==> config.mk <==
export PLATFORM = sky130hd
export DESIGN_NAME = pipe_scheduler_flat
export DESIGN_NICKNAME = d
export VERILOG_FILES = /design/src/rtl/pipe_scheduler_if.sv /design/src/rtl/pipe_scheduler.sv /design/src/flat_wrapper.sv
export SDC_FILE = /design/constraint.sdc
export NUM_CORES = 1
export LEC_CHECK = 0
export ABC_CLOCK_PERIOD_IN_PS = 11900
export BUFFER_PORTS_ARGS = -buffer_cell sky130_fd_sc_hd__buf_2
export CAP_MARGIN = 40
export CORE_MARGIN = 2
export CORE_UTILIZATION = 31
export DETAILED_ROUTE_END_ITERATION = 16
export GPL_TIMING_DRIVEN = 0
export PLACE_DENSITY = 0.49
export SYNTH_ARGS = -nofsm -noshare
export SYNTH_HDL_FRONTEND = slang
export SYNTH_SLANG_ARGS = --single-unit
==> constraint.sdc <==
create_clock -name clk -period 11.9 [get_ports clk]
set_clock_uncertainty 0.05 [all_clocks]
set_input_delay 1.785 -clock clk [delete_from_list [all_inputs] [get_ports clk]]
set_output_delay 1.785 -clock clk [all_outputs]
set_load 0.01 [all_outputs]
==> src/rtl/pipe_scheduler_if.sv <==
// Control and pipe-state bundle between the game-tick/core side and the pipe scheduler.
interface pipe_scheduler_if;
  logic       tick;
  logic       run;
  logic       hit;
  logic       clear;
  logic [9:0] pipe1_x;
  logic [9:0] pipe1_gap;
  logic       pipe1_valid;
  logic [9:0] pipe2_x;
  logic [9:0] pipe2_gap;
  logic       pipe2_valid;
  logic [7:0] score;
  logic       score_pulse;
  logic [1:0] state;

  modport master (
    output tick, run, hit, clear,
    input  pipe1_x, pipe1_gap, pipe1_valid,
    input  pipe2_x, pipe2_gap, pipe2_valid,
    input  score, score_pulse, state
  );

  modport slave (
    input  tick, run, hit, clear,
    output pipe1_x, pipe1_gap, pipe1_valid,
    output pipe2_x, pipe2_gap, pipe2_valid,
    output score, score_pulse, state
  );
endinterface

==> src/rtl/pipe_scheduler.sv <==
// Owns both pipe slots: spawn, scroll, recycle with LFSR gaps, and scoring at the bird column.
module pipe_scheduler #(
  parameter int unsigned SCREEN_WIDTH = 640,
  parameter int unsigned PIPE_WIDTH   = 40,
  parameter int unsigned PIPE_SPACING = 320,
  parameter int unsigned SCROLL_STEP  = 1,
  parameter int unsigned BIRD_X       = 320,
  parameter int unsigned GAP_MIN      = 40,
  parameter logic [15:0] LFSR_SEED    = 16'hACE1
) (
  input  logic             clk,
  input  logic             reset,
  pipe_scheduler_if.slave  bus
);

  localparam logic [9:0]  SPAWN_X  = 10'(SCREEN_WIDTH);
  localparam logic [9:0]  SPAWN2_X = 10'(SCREEN_WIDTH - PIPE_SPACING);
  localparam logic [9:0]  STEP_X   = 10'(SCROLL_STEP);
  localparam logic [9:0]  GAP_BASE = 10'(GAP_MIN);
  localparam logic [10:0] WIDTH_W  = 11'(PIPE_WIDTH);
  localparam logic [10:0] BIRD_W   = 11'(BIRD_X);

  typedef enum logic [1:0] {
    ST_IDLE   = 2'd0,
    ST_SCROLL = 2'd1,
    ST_FROZEN = 2'd2
  } state_t;

  function automatic logic [15:0] lfsr_step(input logic [15:0] v);
    lfsr_step = {1'b0, v[15:1]} ^ (v[0] ? 16'hB400 : 16'h0000);
  endfunction

  function automatic logic [9:0] gap_of(input logic [7:0] v);
    gap_of = GAP_BASE + {2'b00, v};
  endfunction

  // Trailing edge crosses the bird column on this step (11-bit sums avoid overflow).
  function automatic logic passes(input logic [9:0] old_x, input logic [9:0] new_x);
    passes = (({1'b0, old_x} + WIDTH_W) > BIRD_W) && (({1'b0, new_x} + WIDTH_W) <= BIRD_W);
  endfunction

  state_t      state_r, state_nxt_s;
  logic [15:0] lfsr_r, lfsr_nxt_s;
  logic [9:0]  pipe1_x_r, pipe1_gap_r, pipe2_x_r, pipe2_gap_r;
  logic        pipe1_valid_r, pipe2_valid_r;
  logic [7:0]  score_r;
  logic        score_pulse_r;

  logic [9:0]  pipe1_x_nxt_s, pipe1_gap_nxt_s, pipe2_x_nxt_s, pipe2_gap_nxt_s;
  logic        pipe1_valid_nxt_s, pipe2_valid_nxt_s;
  logic [7:0]  score_nxt_s;
  logic        score_pulse_nxt_s;

  logic        p1_wrap_s, p2_wrap_s, p1_pass_s, p2_pass_s;
  logic [9:0]  p1_step_x_s, p2_step_x_s, p2_gap_new_s;
  logic [1:0]  inc_s;
  logic [8:0]  score_sum_s;

  assign lfsr_nxt_s = lfsr_step(lfsr_r);

  // Gap LFSR free-runs every clock; only the hard reset reseeds it.
  always_ff @(posedge clk or posedge reset) begin
    if (reset) begin
      lfsr_r <= LFSR_SEED;
    end else begin
      lfsr_r <= lfsr_nxt_s;
    end
  end

  // FSM state register.
  always_ff @(posedge clk or posedge reset) begin
    if (reset) begin
      state_r <= ST_IDLE;
    end else begin
      state_r <= state_nxt_s;
    end
  end

  // FSM next-state logic: clear > hit > run.
  always_comb begin
    state_nxt_s = state_r;
    if (bus.clear) begin
      state_nxt_s = ST_IDLE;
    end else begin
      case (state_r)
        ST_IDLE:   state_nxt_s = bus.run ? ST_SCROLL : ST_IDLE;
        ST_SCROLL: state_nxt_s = bus.hit ? ST_FROZEN : ST_SCROLL;
        ST_FROZEN: state_nxt_s = ST_FROZEN;
        default:   state_nxt_s = ST_IDLE;
      endcase
    end
  end

  // Per-pipe step candidates, independent of whether this cycle actually scrolls.
  always_comb begin
    p1_wrap_s    = pipe1_x_r < STEP_X;
    p2_wrap_s    = pipe2_x_r < STEP_X;
    p1_step_x_s  = p1_wrap_s ? SPAWN_X : (pipe1_x_r - STEP_X);
    p2_step_x_s  = p2_wrap_s ? SPAWN_X : (pipe2_x_r - STEP_X);
    // pipe2 draws one LFSR step later whenever pipe1 also draws a gap this tick.
    p2_gap_new_s = p1_wrap_s ? gap_of(lfsr_nxt_s[7:0]) : gap_of(lfsr_r[7:0]);
    p1_pass_s    = pipe1_valid_r && !p1_wrap_s && passes(pipe1_x_r, p1_step_x_s);
    p2_pass_s    = pipe2_valid_r && !p2_wrap_s && passes(pipe2_x_r, p2_step_x_s);
    inc_s        = {1'b0, p1_pass_s} + {1'b0, p2_pass_s};
    score_sum_s  = {1'b0, score_r} + {7'b0000000, inc_s};
  end

  // FSM output logic: next values of the registered pipe/score outputs.
  always_comb begin
    pipe1_x_nxt_s     = pipe1_x_r;
    pipe1_gap_nxt_s   = pipe1_gap_r;
    pipe1_valid_nxt_s = pipe1_valid_r;
    pipe2_x_nxt_s     = pipe2_x_r;
    pipe2_gap_nxt_s   = pipe2_gap_r;
    pipe2_valid_nxt_s = pipe2_valid_r;
    score_nxt_s       = score_r;
    score_pulse_nxt_s = 1'b0;
    if (bus.clear) begin
      pipe1_x_nxt_s     = SPAWN_X;
      pipe1_gap_nxt_s   = GAP_BASE;
      pipe1_valid_nxt_s = 1'b0;
      pipe2_x_nxt_s     = SPAWN_X;
      pipe2_gap_nxt_s   = GAP_BASE;
      pipe2_valid_nxt_s = 1'b0;
      score_nxt_s       = 8'd0;
    end else begin
      case (state_r)
        ST_IDLE: begin
          if (bus.run) begin
            pipe1_valid_nxt_s = 1'b1;
            pipe1_x_nxt_s     = SPAWN_X;
            pipe1_gap_nxt_s   = gap_of(lfsr_r[7:0]);
          end else begin
            pipe1_valid_nxt_s = pipe1_valid_r;
          end
        end
        ST_SCROLL: begin
          if (bus.hit) begin
            score_pulse_nxt_s = 1'b0;
          end else if (bus.tick) begin
            if (pipe1_valid_r) begin
              pipe1_x_nxt_s = p1_step_x_s;
              if (p1_wrap_s) begin
                pipe1_gap_nxt_s = gap_of(lfsr_r[7:0]);
              end else begin
                pipe1_gap_nxt_s = pipe1_gap_r;
              end
            end else begin
              pipe1_x_nxt_s = pipe1_x_r;
            end
            if (pipe2_valid_r) begin
              pipe2_x_nxt_s = p2_step_x_s;
              if (p2_wrap_s) begin
                pipe2_gap_nxt_s = p2_gap_new_s;
              end else begin
                pipe2_gap_nxt_s = pipe2_gap_r;
              end
            end else if (pipe1_valid_r && !p1_wrap_s && (p1_step_x_s == SPAWN2_X)) begin
              pipe2_valid_nxt_s = 1'b1;
              pipe2_x_nxt_s     = SPAWN_X;
              pipe2_gap_nxt_s   = p2_gap_new_s;
            end else begin
              pipe2_valid_nxt_s = 1'b0;
            end
            if ((inc_s != 2'd0) && (score_r != 8'hFF)) begin
              score_nxt_s       = score_sum_s[8] ? 8'hFF : score_sum_s[7:0];
              score_pulse_nxt_s = 1'b1;
            end else begin
              score_nxt_s = score_r;
            end
          end else begin
            score_pulse_nxt_s = 1'b0;
          end
        end
        ST_FROZEN: score_pulse_nxt_s = 1'b0;
        default:   score_pulse_nxt_s = 1'b0;
      endcase
    end
  end

  // Pipe, score and pulse registers.
  always_ff @(posedge clk or posedge reset) begin
    if (reset) begin
      pipe1_x_r     <= SPAWN_X;
      pipe1_gap_r   <= GAP_BASE;
      pipe1_valid_r <= 1'b0;
      pipe2_x_r     <= SPAWN_X;
      pipe2_gap_r   <= GAP_BASE;
      pipe2_valid_r <= 1'b0;
      score_r       <= 8'd0;
      score_pulse_r <= 1'b0;
    end else begin
      pipe1_x_r     <= pipe1_x_nxt_s;
      pipe1_gap_r   <= pipe1_gap_nxt_s;
      pipe1_valid_r <= pipe1_valid_nxt_s;
      pipe2_x_r     <= pipe2_x_nxt_s;
      pipe2_gap_r   <= pipe2_gap_nxt_s;
      pipe2_valid_r <= pipe2_valid_nxt_s;
      score_r       <= score_nxt_s;
      score_pulse_r <= score_pulse_nxt_s;
    end
  end

  assign bus.pipe1_x     = pipe1_x_r;
  assign bus.pipe1_gap   = pipe1_gap_r;
  assign bus.pipe1_valid = pipe1_valid_r;
  assign bus.pipe2_x     = pipe2_x_r;
  assign bus.pipe2_gap   = pipe2_gap_r;
  assign bus.pipe2_valid = pipe2_valid_r;
  assign bus.score       = score_r;
  assign bus.score_pulse = score_pulse_r;
  assign bus.state       = state_r;

endmodule
==> src/flat_wrapper.sv <==
// flat-port wrapper written by rule: the top's interface ports become plain ports
module pipe_scheduler_flat 
#(
  parameter int unsigned SCREEN_WIDTH = 640,
  parameter int unsigned PIPE_WIDTH   = 40,
  parameter int unsigned PIPE_SPACING = 320,
  parameter int unsigned SCROLL_STEP  = 1,
  parameter int unsigned BIRD_X       = 320,
  parameter int unsigned GAP_MIN      = 40,
  parameter logic [15:0] LFSR_SEED    = 16'hACE1
)
  (clk, reset, bus_tick, bus_run, bus_hit, bus_clear, bus_pipe1_x, bus_pipe1_gap, bus_pipe1_valid, bus_pipe2_x, bus_pipe2_gap, bus_pipe2_valid, bus_score, bus_score_pulse, bus_state);
  pipe_scheduler_if bus_i ();
  input  logic clk;
  input  logic reset;
  input wire logic [$bits(bus_i.tick)-1:0] bus_tick;
  input wire logic [$bits(bus_i.run)-1:0] bus_run;
  input wire logic [$bits(bus_i.hit)-1:0] bus_hit;
  input wire logic [$bits(bus_i.clear)-1:0] bus_clear;
  output wire logic [$bits(bus_i.pipe1_x)-1:0] bus_pipe1_x;
  output wire logic [$bits(bus_i.pipe1_gap)-1:0] bus_pipe1_gap;
  output wire logic [$bits(bus_i.pipe1_valid)-1:0] bus_pipe1_valid;
  output wire logic [$bits(bus_i.pipe2_x)-1:0] bus_pipe2_x;
  output wire logic [$bits(bus_i.pipe2_gap)-1:0] bus_pipe2_gap;
  output wire logic [$bits(bus_i.pipe2_valid)-1:0] bus_pipe2_valid;
  output wire logic [$bits(bus_i.score)-1:0] bus_score;
  output wire logic [$bits(bus_i.score_pulse)-1:0] bus_score_pulse;
  output wire logic [$bits(bus_i.state)-1:0] bus_state;
  assign bus_i.tick = bus_tick;
  assign bus_i.run = bus_run;
  assign bus_i.hit = bus_hit;
  assign bus_i.clear = bus_clear;
  assign bus_pipe1_x = bus_i.pipe1_x;
  assign bus_pipe1_gap = bus_i.pipe1_gap;
  assign bus_pipe1_valid = bus_i.pipe1_valid;
  assign bus_pipe2_x = bus_i.pipe2_x;
  assign bus_pipe2_gap = bus_i.pipe2_gap;
  assign bus_pipe2_valid = bus_i.pipe2_valid;
  assign bus_score = bus_i.score;
  assign bus_score_pulse = bus_i.score_pulse;
  assign bus_state = bus_i.state;
  pipe_scheduler #(.SCREEN_WIDTH(SCREEN_WIDTH), .PIPE_WIDTH(PIPE_WIDTH), .PIPE_SPACING(PIPE_SPACING), .SCROLL_STEP(SCROLL_STEP), .BIRD_X(BIRD_X), .GAP_MIN(GAP_MIN), .LFSR_SEED(LFSR_SEED)) u_core (.clk(clk), .reset(reset), .bus(bus_i));
endmodule
==> flow_summary_export.csv, run 1 <==
group,metric,value,unit
floorplan,dieArea,0.0151,mm2
power_and_ir_drop,pwr_density_cell,104,mW/mm2
floorplan,io_pins,59,
cts,cts_hold_buf,0,
hold_path,hp-start,"u_core.lfsr_r[12]$_DFF_PP0_",
global_route,track_usage,0.171,
global_route,grt_overflow,0,
timing,post-route-period-util,0.441,
final_layout,nFillCells,1406,
cts,cts.sinks,67,
placed_design,hpwl,8840,um
floorplan,die_y,123,um
logic_synthesis,seq_area_frac_synth,0.388,
logic_synthesis,synth_area_leaders,"dfrtp_1 (29%), dfstp_2 (9.6%), nor2_1 (4.7%)",
worst_setup_path,path_depth,21,
placed_design,gp_congestion,0.869,
logic_synthesis,syn_area,0.00438,mm2
global_route,antenna_found_initial,0,
power_and_ir_drop,power_leakage,0.00229,uW
logic_synthesis,synth_ff_type,"dfrtp_1",
worst_setup_path,slowest_delay,0.72,ns
hold_path,hold_class,"register to register",
status,outcome,"completed",
worst_setup_path,arrival,5.46,ns
timing,fmax,0.190,GHz
logic_synthesis,yosys_warnings,0,
placed_design,io_buffer_count,56,
worst_setup_path,worst-path-buf-inv,3,
global_route,grt_pass1_vias,3859,
timing,fin_setup_tns,0,ns
cts,cts_root_buffer,"clkbuf_16",
worst_setup_path,cp_max_fo,8,
floorplan,start_util,0.316,
final_layout,area_delta_synth_final,19.4,%
worst_setup_path,crit_family,"simple AND/OR/NAND/NOR gates",
worst_setup_path,end_kind,"register",
worst_setup_path,ff2ff_path_depth,21,
run,maxCapViolCount,0,
global_route,grt_max_degree,52,
cts,cts.htree.levels,3,
routing,wl,12200,um
cts,cts_buffers,9,
power_and_ir_drop,ir_drop,57.0,uV
routing,via_per_inst,5.26,
cts,cts_tree,"done",
global_route,grt_pass1_wl,20100,um
logic_synthesis,synth_top_area_share,0.292,
routing,vias,3886,
timing,finalHoldViolCount,0,
worst_setup_path,setup.worst_path.class,"register to register",
timing,rsz0062_at_grt,"no",
power_and_ir_drop,finalPower,542,uW
timing,worst-slew-pin-transition,0.850,ns
floorplan,fp.coreArea,0.0138,mm2
timing,fin_crit,5.25,ns
logic_synthesis,synth_edf_count,0,
timing,finalSetupViolations,0,
worst_setup_path,start_kind,"register",
final_layout,antenna_cells,0,
logic_synthesis,synth_seq_cells,67,
logic_synthesis,async_reset_ff_frac,1.00,
final_layout,nets,577,
final_layout,final_cell_mix,"buf_2 (61), nor2_1 (55), dfrtp_1 (51)",
worst_setup_path,slowest_stage,"nor4b_1",
worst_setup_path,crit_chain,"clkbuf_1 > inv_1 > ha_1 > nor4b_1 > and3_1 > a21oi_1 > ha_1 > nor4_1 > nand4b_1 > a32oi_1 > o211ai_1 > a41oi_1 > ha_1 > ha_1 > inv_1 > fa_1 > nor2_1 > nand3_1 > nand2_1 > a21oi_1 > nor3_1",
routing,post_drt_wl_per_cell,16.5,um
worst_setup_path,critPathLaunch,"u_core.bus.pipe2_x[0]$_DFFE_PP0P_",
routing,drc,0,
worst_setup_path,r2r-start,"u_core.bus.pipe2_x[0]$_DFFE_PP0P_",
logic_synthesis,synth_area_leader_cell,"dfrtp_1",
cts,cts_setup_buffers,0,
routing,final_antenna_net_count,0,
logic_synthesis,syn-instance-count,485,
cts,path_clk_slew,0.07,ns
timing,slew_headroom,0.425,
routing,drtIter0Drc,173,
cts,cts_resized,0,
hold_path,hold_depth,0,
final_layout,drive_gt1_frac,0.220,
logic_synthesis,avgSynthCellArea,9.02,um2
logic_synthesis,ys_types,75,
cts,clk-insertion-delay-late,0.34,ns
routing,drt_pass1_iterations,4,
worst_setup_path,required,12.11,ns
floorplan,row_count,43,
timing,drv_slew,0,
worst_setup_path,crit_top_cell,"ha_1",
floorplan,die_w,123,um
final_layout,mostFrequentLayoutCell,"buf_2",
cts,cts_buffer_depth,2,
area by class of cell:
class	instances	area, um2	area share
plain buffers	29	138	0.0263
clock buffers	9	225	0.0431
clock inverters	7	83.8	0.0160
inverters	27	104	0.0199
multi-input cells	363	2440	0.468
flip-flops and latches	67	1700	0.325
well taps	180	225	0.0431
repair buffers	57	308	0.0589
per-stage QoR:
step	cell area [um2]	setup slack, ns	hold WS, ns	std cells	util
CTS	5220	6.66	0.306	739	0.378
global route	5220	6.21	0.310	739	0.378
detailed placement	4910	6.73	0.286	723	0.355
finish	5220	6.65	0.304	739	0.378
floorplan	4380	7.40	0.281	486	-
global placement	4880	6.75	0.287	722	0.353
per-layer routing:
metal / vias to the layer above / global-route usage / routed length [um]
li1: 1908 / - / -
met3: 11 / 0.0321 / 388
met2: 64 / 0.268 / 5770
met1: 1903 / 0.235 / 5850
met5: - / 0 / 0
met4: 0 / 0.0647 / 148
cell families (layout without fill, tap and decap cells):
logic type / count (synthesis) / count (layout) / synth area share
simple gates: 191 / 191 / 0.246
compound gates: 124 / 124 / 0.199
flops: 67 / 67 / 0.388
buf+inv: 56 / 129 / 0.0546
xor+xnor: 18 / 18 / 0.0360
fa+ha+maj: 17 / 17 / 0.0503
mux: 11 / 11 / 0.0257
other cells: 1 / 2 / 0.000857
synth_stat cells, drive strengths merged (3+ instances only):
| cell type | n |
|---|---|
| or3 | 8 |
| xor2 | 8 |
| nand2b | 6 |
| nor2b | 4 |
| buf | 10 |
| or4b | 9 |
| and3 | 3 |
| nand2 | 33 |
| nor4 | 3 |
| o31ai | 11 |
| a211oi | 7 |
| mux2i | 9 |
| nand3b | 3 |
| inv | 26 |
| a21oi | 29 |
| nor3 | 19 |
| a21o | 5 |
| dfrtp | 51 |
| nand4 | 7 |
| a2111oi | 3 |
| ha | 16 |
| nand3 | 16 |
| xnor2 | 10 |
| o21ai | 27 |
| a41oi | 3 |
| and2 | 3 |
| clkbuf | 19 |
| nor2 | 57 |
| dfstp | 16 |
| a32oi | 3 |
| nor4b | 6 |
| o211ai | 7 |
| a31oi | 5 |
| nor3b | 3 |
| or2 | 4 |
flip-flops by register name, summed over array words and instances (netlist names):
name,flops
u_core.bus.pipe1_gap,9
u_core.bus.pipe1_valid,1
u_core.bus.pipe1_x,10
u_core.bus.pipe2_gap,9
u_core.bus.pipe2_valid,1
u_core.bus.pipe2_x,10
u_core.bus.score,8
u_core.bus.score_pulse,1
u_core.bus.state,2
u_core.lfsr_r,16
report_power, final:
part / switching, uW / total (uW) / internal [uW]
sequential: 1.50 / 231 / 229
combinational: 21.4 / 31.2 / 9.75
clock: 114 / 280 / 166
total: 137 / 542 / 405
path summary, 6_finish.rpt:
kind	endpoint	slack (ns)
min	u_core.lfsr_r[11]$_DFF_PP1_	0.30
max reg2reg	u_core.bus.score[5]$_DFFE_PP0P_	6.65
max in group asynchronous	u_core.bus.pipe2_gap[3]$_DFFE_PP1P_	9.87
max	u_core.bus.score[5]$_DFFE_PP0P_	6.65
min reg2reg	u_core.lfsr_r[11]$_DFF_PP1_	0.30
min in group asynchronous	u_core.bus.score[7]$_DFFE_PP0P_	1.33
Power figures use the tool's default switching activity.
==> inputs of run 2 (changes only) <==
Settings changed: ABC_CLOCK_PERIOD_IN_PS 11900 to 4600, PLACE_DENSITY 0.49 to 0.51.
Clock period 11.9 ns to 4.6 ns, I/O delays scaled along.
==> run 2 against run 1 <==
Sequential share of layout area decreased by 1.4 points. Setup slack worse by 6.4 ns. Final area is 4.8% higher. Critical path depth grew 1. Largest cell class unchanged. Routed wire length rose by 0.76%. Largest power group unchanged. Cell count grew 1.6%. Sequential power grew to 2.6 times the previous value. Core utilization grew 1.8 points. Highest routed layer unchanged. First-iteration DRC count grew 24%. Register-to-register slack got worse by 6.4 ns. Critical path type unchanged.
==> flow_summary_export.csv, run 2 (synthesized netlist as in run 1, its figures left out) <==
group,metric,value,unit
final_layout,finalCoreUtilization,0.396,
run,maxCapViolCount,0,
worst_setup_path,setup.worst_path.class,"register to register",
timing,holdWs,0.224,ns
global_route,track_usage,0.166,
placed_design,hpwl,8740,um
final_layout,largest-register,"u_core.lfsr_r",
routing,final_antenna_net_count,0,
worst_setup_path,required,4.80,ns
final_layout,nets,589,
status,outcome,"completed",
routing,via_per_inst,5.37,
cts,cts.htree.levels,3,
global_route,grt_overflow,0,
worst_setup_path,slowest_stage,"dfrtp_2",
final_layout,drive_gt1_frac,0.287,
worst_setup_path,slowest_delay,0.45,ns
cts,cts_root_buffer,"clkbuf_16",
timing,finalSetupViolations,0,
routing,drtIter0Drc,214,
worst_setup_path,start_kind,"register",
power_and_ir_drop,power_leakage,0.00238,uW
cts,path_clk_slew,0.06,ns
final_layout,finish.instance_area,0.00547,mm2
placed_design,dp.cells,723,
timing,slew_headroom,0.490,
floorplan,dieArea,0.0151,mm2
routing,drc,0,
final_layout,mostFrequentLayoutCell,"buf_2",
placed_design,placed_cell_area,0.00491,mm2
timing,worst-slew-pin-transition,0.760,ns
cts,clk-insertion-delay-late,0.34,ns
cts,cts_buffers,9,
final_layout,nFillCells,1351,
final_layout,area_delta_synth_final,25.1,%
timing,finalHoldViolCount,0,
floorplan,start_util,0.316,
cts,cts_buffer_depth,2,
power_and_ir_drop,pwr_density_cell,254,mW/mm2
routing,post_drt_wl_per_cell,16.3,um
global_route,grt_pass1_vias,3873,
placed_design,io_buffer_count,56,
cts,cts_hold_buf,0,
worst_setup_path,crit_chain,"inv_2 > ha_4 > nor3b_4 > buf_6 > and4_1 > buf_6 > nor2_1 > ha_2 > or3_4 > nor3_2 > a21oi_1 > o2111ai_2 > a41oi_2 > ha_1 > ha_1 > inv_1 > fa_2 > nor2_4 > nand3_1 > nand2_1 > a21oi_1 > nor3_1",
timing,fmax,0.230,GHz
power_and_ir_drop,ir_drop,138,uV
floorplan,die_w,123,um
routing,drt_pass1_iterations,4,
floorplan,fp.coreArea,0.0138,mm2
routing,vias,4030,
final_layout,largest_reg_flops,16,
worst_setup_path,end_kind,"register",
placed_design,gp_congestion,0.872,
floorplan,io_pins,59,
timing,post-route-period-util,0.943,
hold_path,hold_class,"primary input to asynchronous set/reset pin",
global_route,grt_pass1_wl,19600,um
floorplan,row_count,43,
final_layout,antenna_cells,0,
worst_setup_path,cp_max_fo,8,
final_layout,final_cell_mix,"buf_2 (60), nor2_1 (53), dfrtp_1 (47)",
placed_design,place_ws,-0.546,ns
final_layout,stdcell_count,751,
worst_setup_path,arrival,4.54,ns
timing,fin_ws,0.261,ns
timing,drv_slew,0,
cts,cts_tree,"done",
timing,fin_crit,4.34,ns
floorplan,die_y,123,um
cts,cts.sinks,67,
global_route,grt_max_degree,55,
routing,wl,12300,um
global_route,antenna_found_initial,0,
-- run 2: layout make-up --
cell class	count	area (um2)	share of cell area
clock inverters	7	77.6	0.0142
multi-input cells	363	2580	0.472
repair buffers	72	424	0.0775
clock buffers	9	225	0.0412
inverters	27	104	0.0190
plain buffers	26	134	0.0245
well taps	180	225	0.0412
flip-flops and latches	67	1700	0.311
-- run 2: critical path, delay by kind of cell, from the launching register on --
kind                       cells  cell delay (ns)
AOI/OAI and AO/OA              4             0.52
DFF                            1             0.45
buffers and inverters          4             0.43
and+or+nand+nor                9             1.47
adders and majority gates      5             1.31
-- run 2: final timing paths --
| kind | endpoint | slack (ns) | startpoint | cells past startpoint |
|---|---|---|---|---|
| worst max-delay path | u_core.bus.score[5]$_DFFE_PP0P_ | 0.26 | u_core.bus.pipe1_x[1]$_DFFE_PP0P_ | 22 |
| worst min-delay path | u_core.bus.score[4]$_DFFE_PP0P_ | 0.22 | reset | 2 |
| worst max register to register | u_core.bus.score[5]$_DFFE_PP0P_ | 0.26 | u_core.bus.pipe1_x[1]$_DFFE_PP0P_ | 22 |
| worst min register to register | u_core.lfsr_r[8]$_DFF_PP0_ | 0.30 | u_core.lfsr_r[9]$_DFF_PP0_ | 0 |
| max in group asynchronous | u_core.bus.pipe2_gap[5]$_DFFE_PP1P_ | 3.70 | reset | 3 |
| min in group clk | u_core.lfsr_r[8]$_DFF_PP0_ | 0.30 | u_core.lfsr_r[9]$_DFF_PP0_ | 0 |
-- run 2: routing by layer --
metal	wire, um	global-route usage
met4	229	0.0805
met1	5690	0.225
met5	0	0
met2	5810	0.252
met3	520	0.0316
-- run 2: timing repair --
item | 4_1_cts | 5_1_grt
setup buffers | 5 | 10
setup endpoints to repair | 8 | 8
gates resized for setup | 10 | 27
pin swaps | 1 | 6
-- run 2: power by group --
group	switching, uW	total (uW)	internal (uW)
Sequential	4.24	598	594
Clock	282	704	422
Combinational	57.1	87.1	30.0
-- run 2: stage by stage --
stage	power [uW]	setup TNS (ns)
4_1_cts	1400	0
5_1_grt	1440	-0.000422
6_report	1390	0
2_1_floorplan	660	0
3_3_place_gp	684	-3.68
3_5_place_dp	689	-3.69
==> inputs of run 3 (changes only) <==
Settings changed: ABC_AREA set to 1.
==> run 3 against run 2 <==
Register-to-register slack improved by 0.16 ns. Critical endpoint is now u_core.bus.score[6]$_DFFE_PP0P_. Core utilization fell by 1.3 points. Highest routed layer unchanged. Largest power group unchanged. Die area fell by 6.6%. Synthesized cell count rose by 10%. Cell count rose by 3.6%. Maximum frequency rose by 3.7%.
==> flow_summary_export.csv, run 3 <==
group,metric,value,unit
status,outcome,"completed",
timing,fin_setup_tns,0,ns
worst_setup_path,required,4.80,ns
timing,drv_slew,0,
power_and_ir_drop,p_clk_frac,0.441,
worst_setup_path,end_kind,"register",
worst_setup_path,start_kind,"register",
power_and_ir_drop,power_leakage,0.00262,uW
worst_setup_path,arrival,4.38,ns
power_and_ir_drop,pwr_density_cell,295,mW/mm2
global_route,grt_pass1_wl,17100,um
placed_design,dp.cells,763,
worst_setup_path,rrSetupSlack,0.42,ns
hold_path,hold_class,"primary input to asynchronous set/reset pin",
power_and_ir_drop,finalPower,1440,uW
cts,cts_buffers,9,
global_route,grt_pass1_vias,3559,
routing,post_drt_wl_per_cell,13.5,um
placed_design,gp_congestion,0.848,
final_layout,area_delta_synth_final,19.5,%
worst_setup_path,crit_top_cell,"nand2_1",
global_route,grt_max_degree,37,
final_layout,antenna_cells,0,
timing,worst-slew-pin-transition,0.555,ns
routing,drc,0,
floorplan,start_util,0.320,
power_and_ir_drop,switching_share,0.279,
worst_setup_path,worst-path-buf-inv,6,
power_and_ir_drop,combPwrFrac,0.133,
logic_synthesis,synth_area_leader_cell,"dfrtp_1",
global_route,grt_overflow,0,
logic_synthesis,syn_area,0.00408,mm2
logic_synthesis,synth_seq_cells,67,
placed_design,hpwl,7930,um
timing,rsz0062_at_grt,"no",
power_and_ir_drop,ir_drop,172,uV
final_layout,drive_gt1_frac,0.190,
cts,clk-insertion-delay-late,0.33,ns
logic_synthesis,synth_ff_type,"dfrtp_1",
worst_setup_path,crit_family,"simple AND/OR/NAND/NOR gates",
worst_setup_path,setup.worst_path.class,"register to register",
timing,fin_crit,4.18,ns
cts,path_clk_slew,0.06,ns
cts,cts_buffer_depth,2,
logic_synthesis,synth_edf_count,0,
floorplan,die_w,119,um
timing,fmax,0.239,GHz
final_layout,mostFrequentLayoutCell,"nand2_1",
logic_synthesis,async_reset_ff_frac,1.00,
timing,post-route-period-util,0.909,
power_and_ir_drop,intPower,1040,uW
timing,finalHoldViolCount,0,
logic_synthesis,synthTopCellsByCount,"nand2_1 (129), inv_1 (75), nor2_1 (61)",
floorplan,dieArea,0.0141,mm2
cts,cts_setup_buffers,0,
routing,wl,10500,um
run,maxCapViolCount,0,
final_layout,nets,625,
placed_design,place_ws,0.197,ns
logic_synthesis,ys_types,40,
routing,via_per_inst,4.74,
timing,slew_headroom,0.630,
floorplan,io_pins,59,
logic_synthesis,synth_area_leaders,"dfrtp_1 (31%), nand2_1 (12%), dfstp_2 (10%)",
routing,drt_pass1_iterations,5,
cts,cts_tree,"done",
routing,drtIter0Drc,294,
logic_synthesis,seq_area_frac_synth,0.416,
global_route,antenna_found_initial,0,
cts,cts_root_buffer,"clkbuf_16",
cts,cts_hold_buf,0,
timing,fin_ws,0.417,ns
logic_synthesis,synth_top_area_share,0.313,
final_layout,stdcell_count,778,
floorplan,fp.coreArea,0.0127,mm2
worst_setup_path,slowest_delay,0.43,ns
cts,cts_resized,0,
floorplan,die_y,119,um
cts,cts.htree.levels,3,
logic_synthesis,yosys_warnings,0,
cts,cts.sinks,67,
routing,final_antenna_net_count,0,
power_and_ir_drop,power.switching,402,uW
floorplan,row_count,41,
placed_design,io_buffer_count,55,
final_layout,largest_reg_flops,16,
logic_synthesis,syn-instance-count,534,
routing,vias,3690,
timing,finalSetupViolations,0,
worst_setup_path,slowest_stage,"fa_1",
final_layout,final_cell_mix,"nand2_1 (129), inv_1 (73), nor2_1 (59)",
global_route,track_usage,0.153,
final_layout,largest-register,"u_core.lfsr_r",
logic_synthesis,synthMostInstantiatedCell,"nand2_1",
power_and_ir_drop,seq_power_share,0.425,
worst_setup_path,cp_max_fo,10,
logic_synthesis,avgSynthCellArea,7.63,um2
## run 3: final timing paths
kind,cells past startpoint,start,end
hold reg to reg,0,u_core.lfsr_r[12]$_DFF_PP0_,u_core.lfsr_r[11]$_DFF_PP1_
setup reg to reg,28,u_core.bus.pipe1_x[0]$_DFFE_PP0P_,u_core.bus.score[6]$_DFFE_PP0P_
setup / recovery,28,u_core.bus.pipe1_x[0]$_DFFE_PP0P_,u_core.bus.score[6]$_DFFE_PP0P_
min in group clk,0,u_core.lfsr_r[12]$_DFF_PP0_,u_core.lfsr_r[11]$_DFF_PP1_
max in group asynchronous,3,reset,u_core.lfsr_r[6]$_DFF_PP1_
hold / removal,2,reset,u_core.bus.pipe2_x[6]$_DFFE_PP0P_
## run 3: per-layer routing
layer  vias up  track usage  share of wire
met5         -            0              0
met4         0       0.0603          0.013
met3        11       0.0285          0.029
met2        56        0.245           0.47
met1      1754        0.203           0.49
li1       1869            -              -
## run 3: power groups by stage
stage	combinational (uW)	sequential (uW)	clock, uW
after floorplan	136	624	0
after global placement	188	621	0
after detailed placement	193	621	0
after CTS	193	611	650
after global routing	219	612	680
final	192	611	635
## run 3: kinds of logic after synthesis
kind of cell             count (synthesis)  synth area share
AND/OR/NAND/NOR                        263             0.280
buffers and inverters                   88            0.0875
AO/OA/AOI/OAI                           77             0.116
flip-flops                              67             0.416
XOR/XNOR                                21            0.0451
adder cells (fa/ha/maj)                 17            0.0540
other                                    1          0.000920
## run 3: worst register-to-register path, delay by kind of cell, from the launching register on
family / cells / cell delay, ns
compound gates: 1 / 0.08
buf+inv: 6 / 0.58
simple gates: 16 / 1.82
flops: 1 / 0.42
fa+ha+maj: 5 / 1.17
## run 3: final cells by class
type	count	area [um2]
clock inverters	5	30.0
clock buffers	10	239
repair buffers	56	295
multi-input cells	380	2030
plain buffers	11	67.6
inverters	77	292
well taps	172	215
fillers	1385	7850
flip-flops and latches	67	1700
## run 3: stage by stage
stage | area (um2) | util | hold slack [ns]
floorplan | 4080 | - | 0.281
global placement | 4570 | 0.359 | 0.283
detailed placement | 4590 | 0.361 | 0.291
CTS | 4860 | 0.382 | 0.301
global route | 4870 | 0.383 | 0.307
finish | 4870 | 0.383 | 0.301
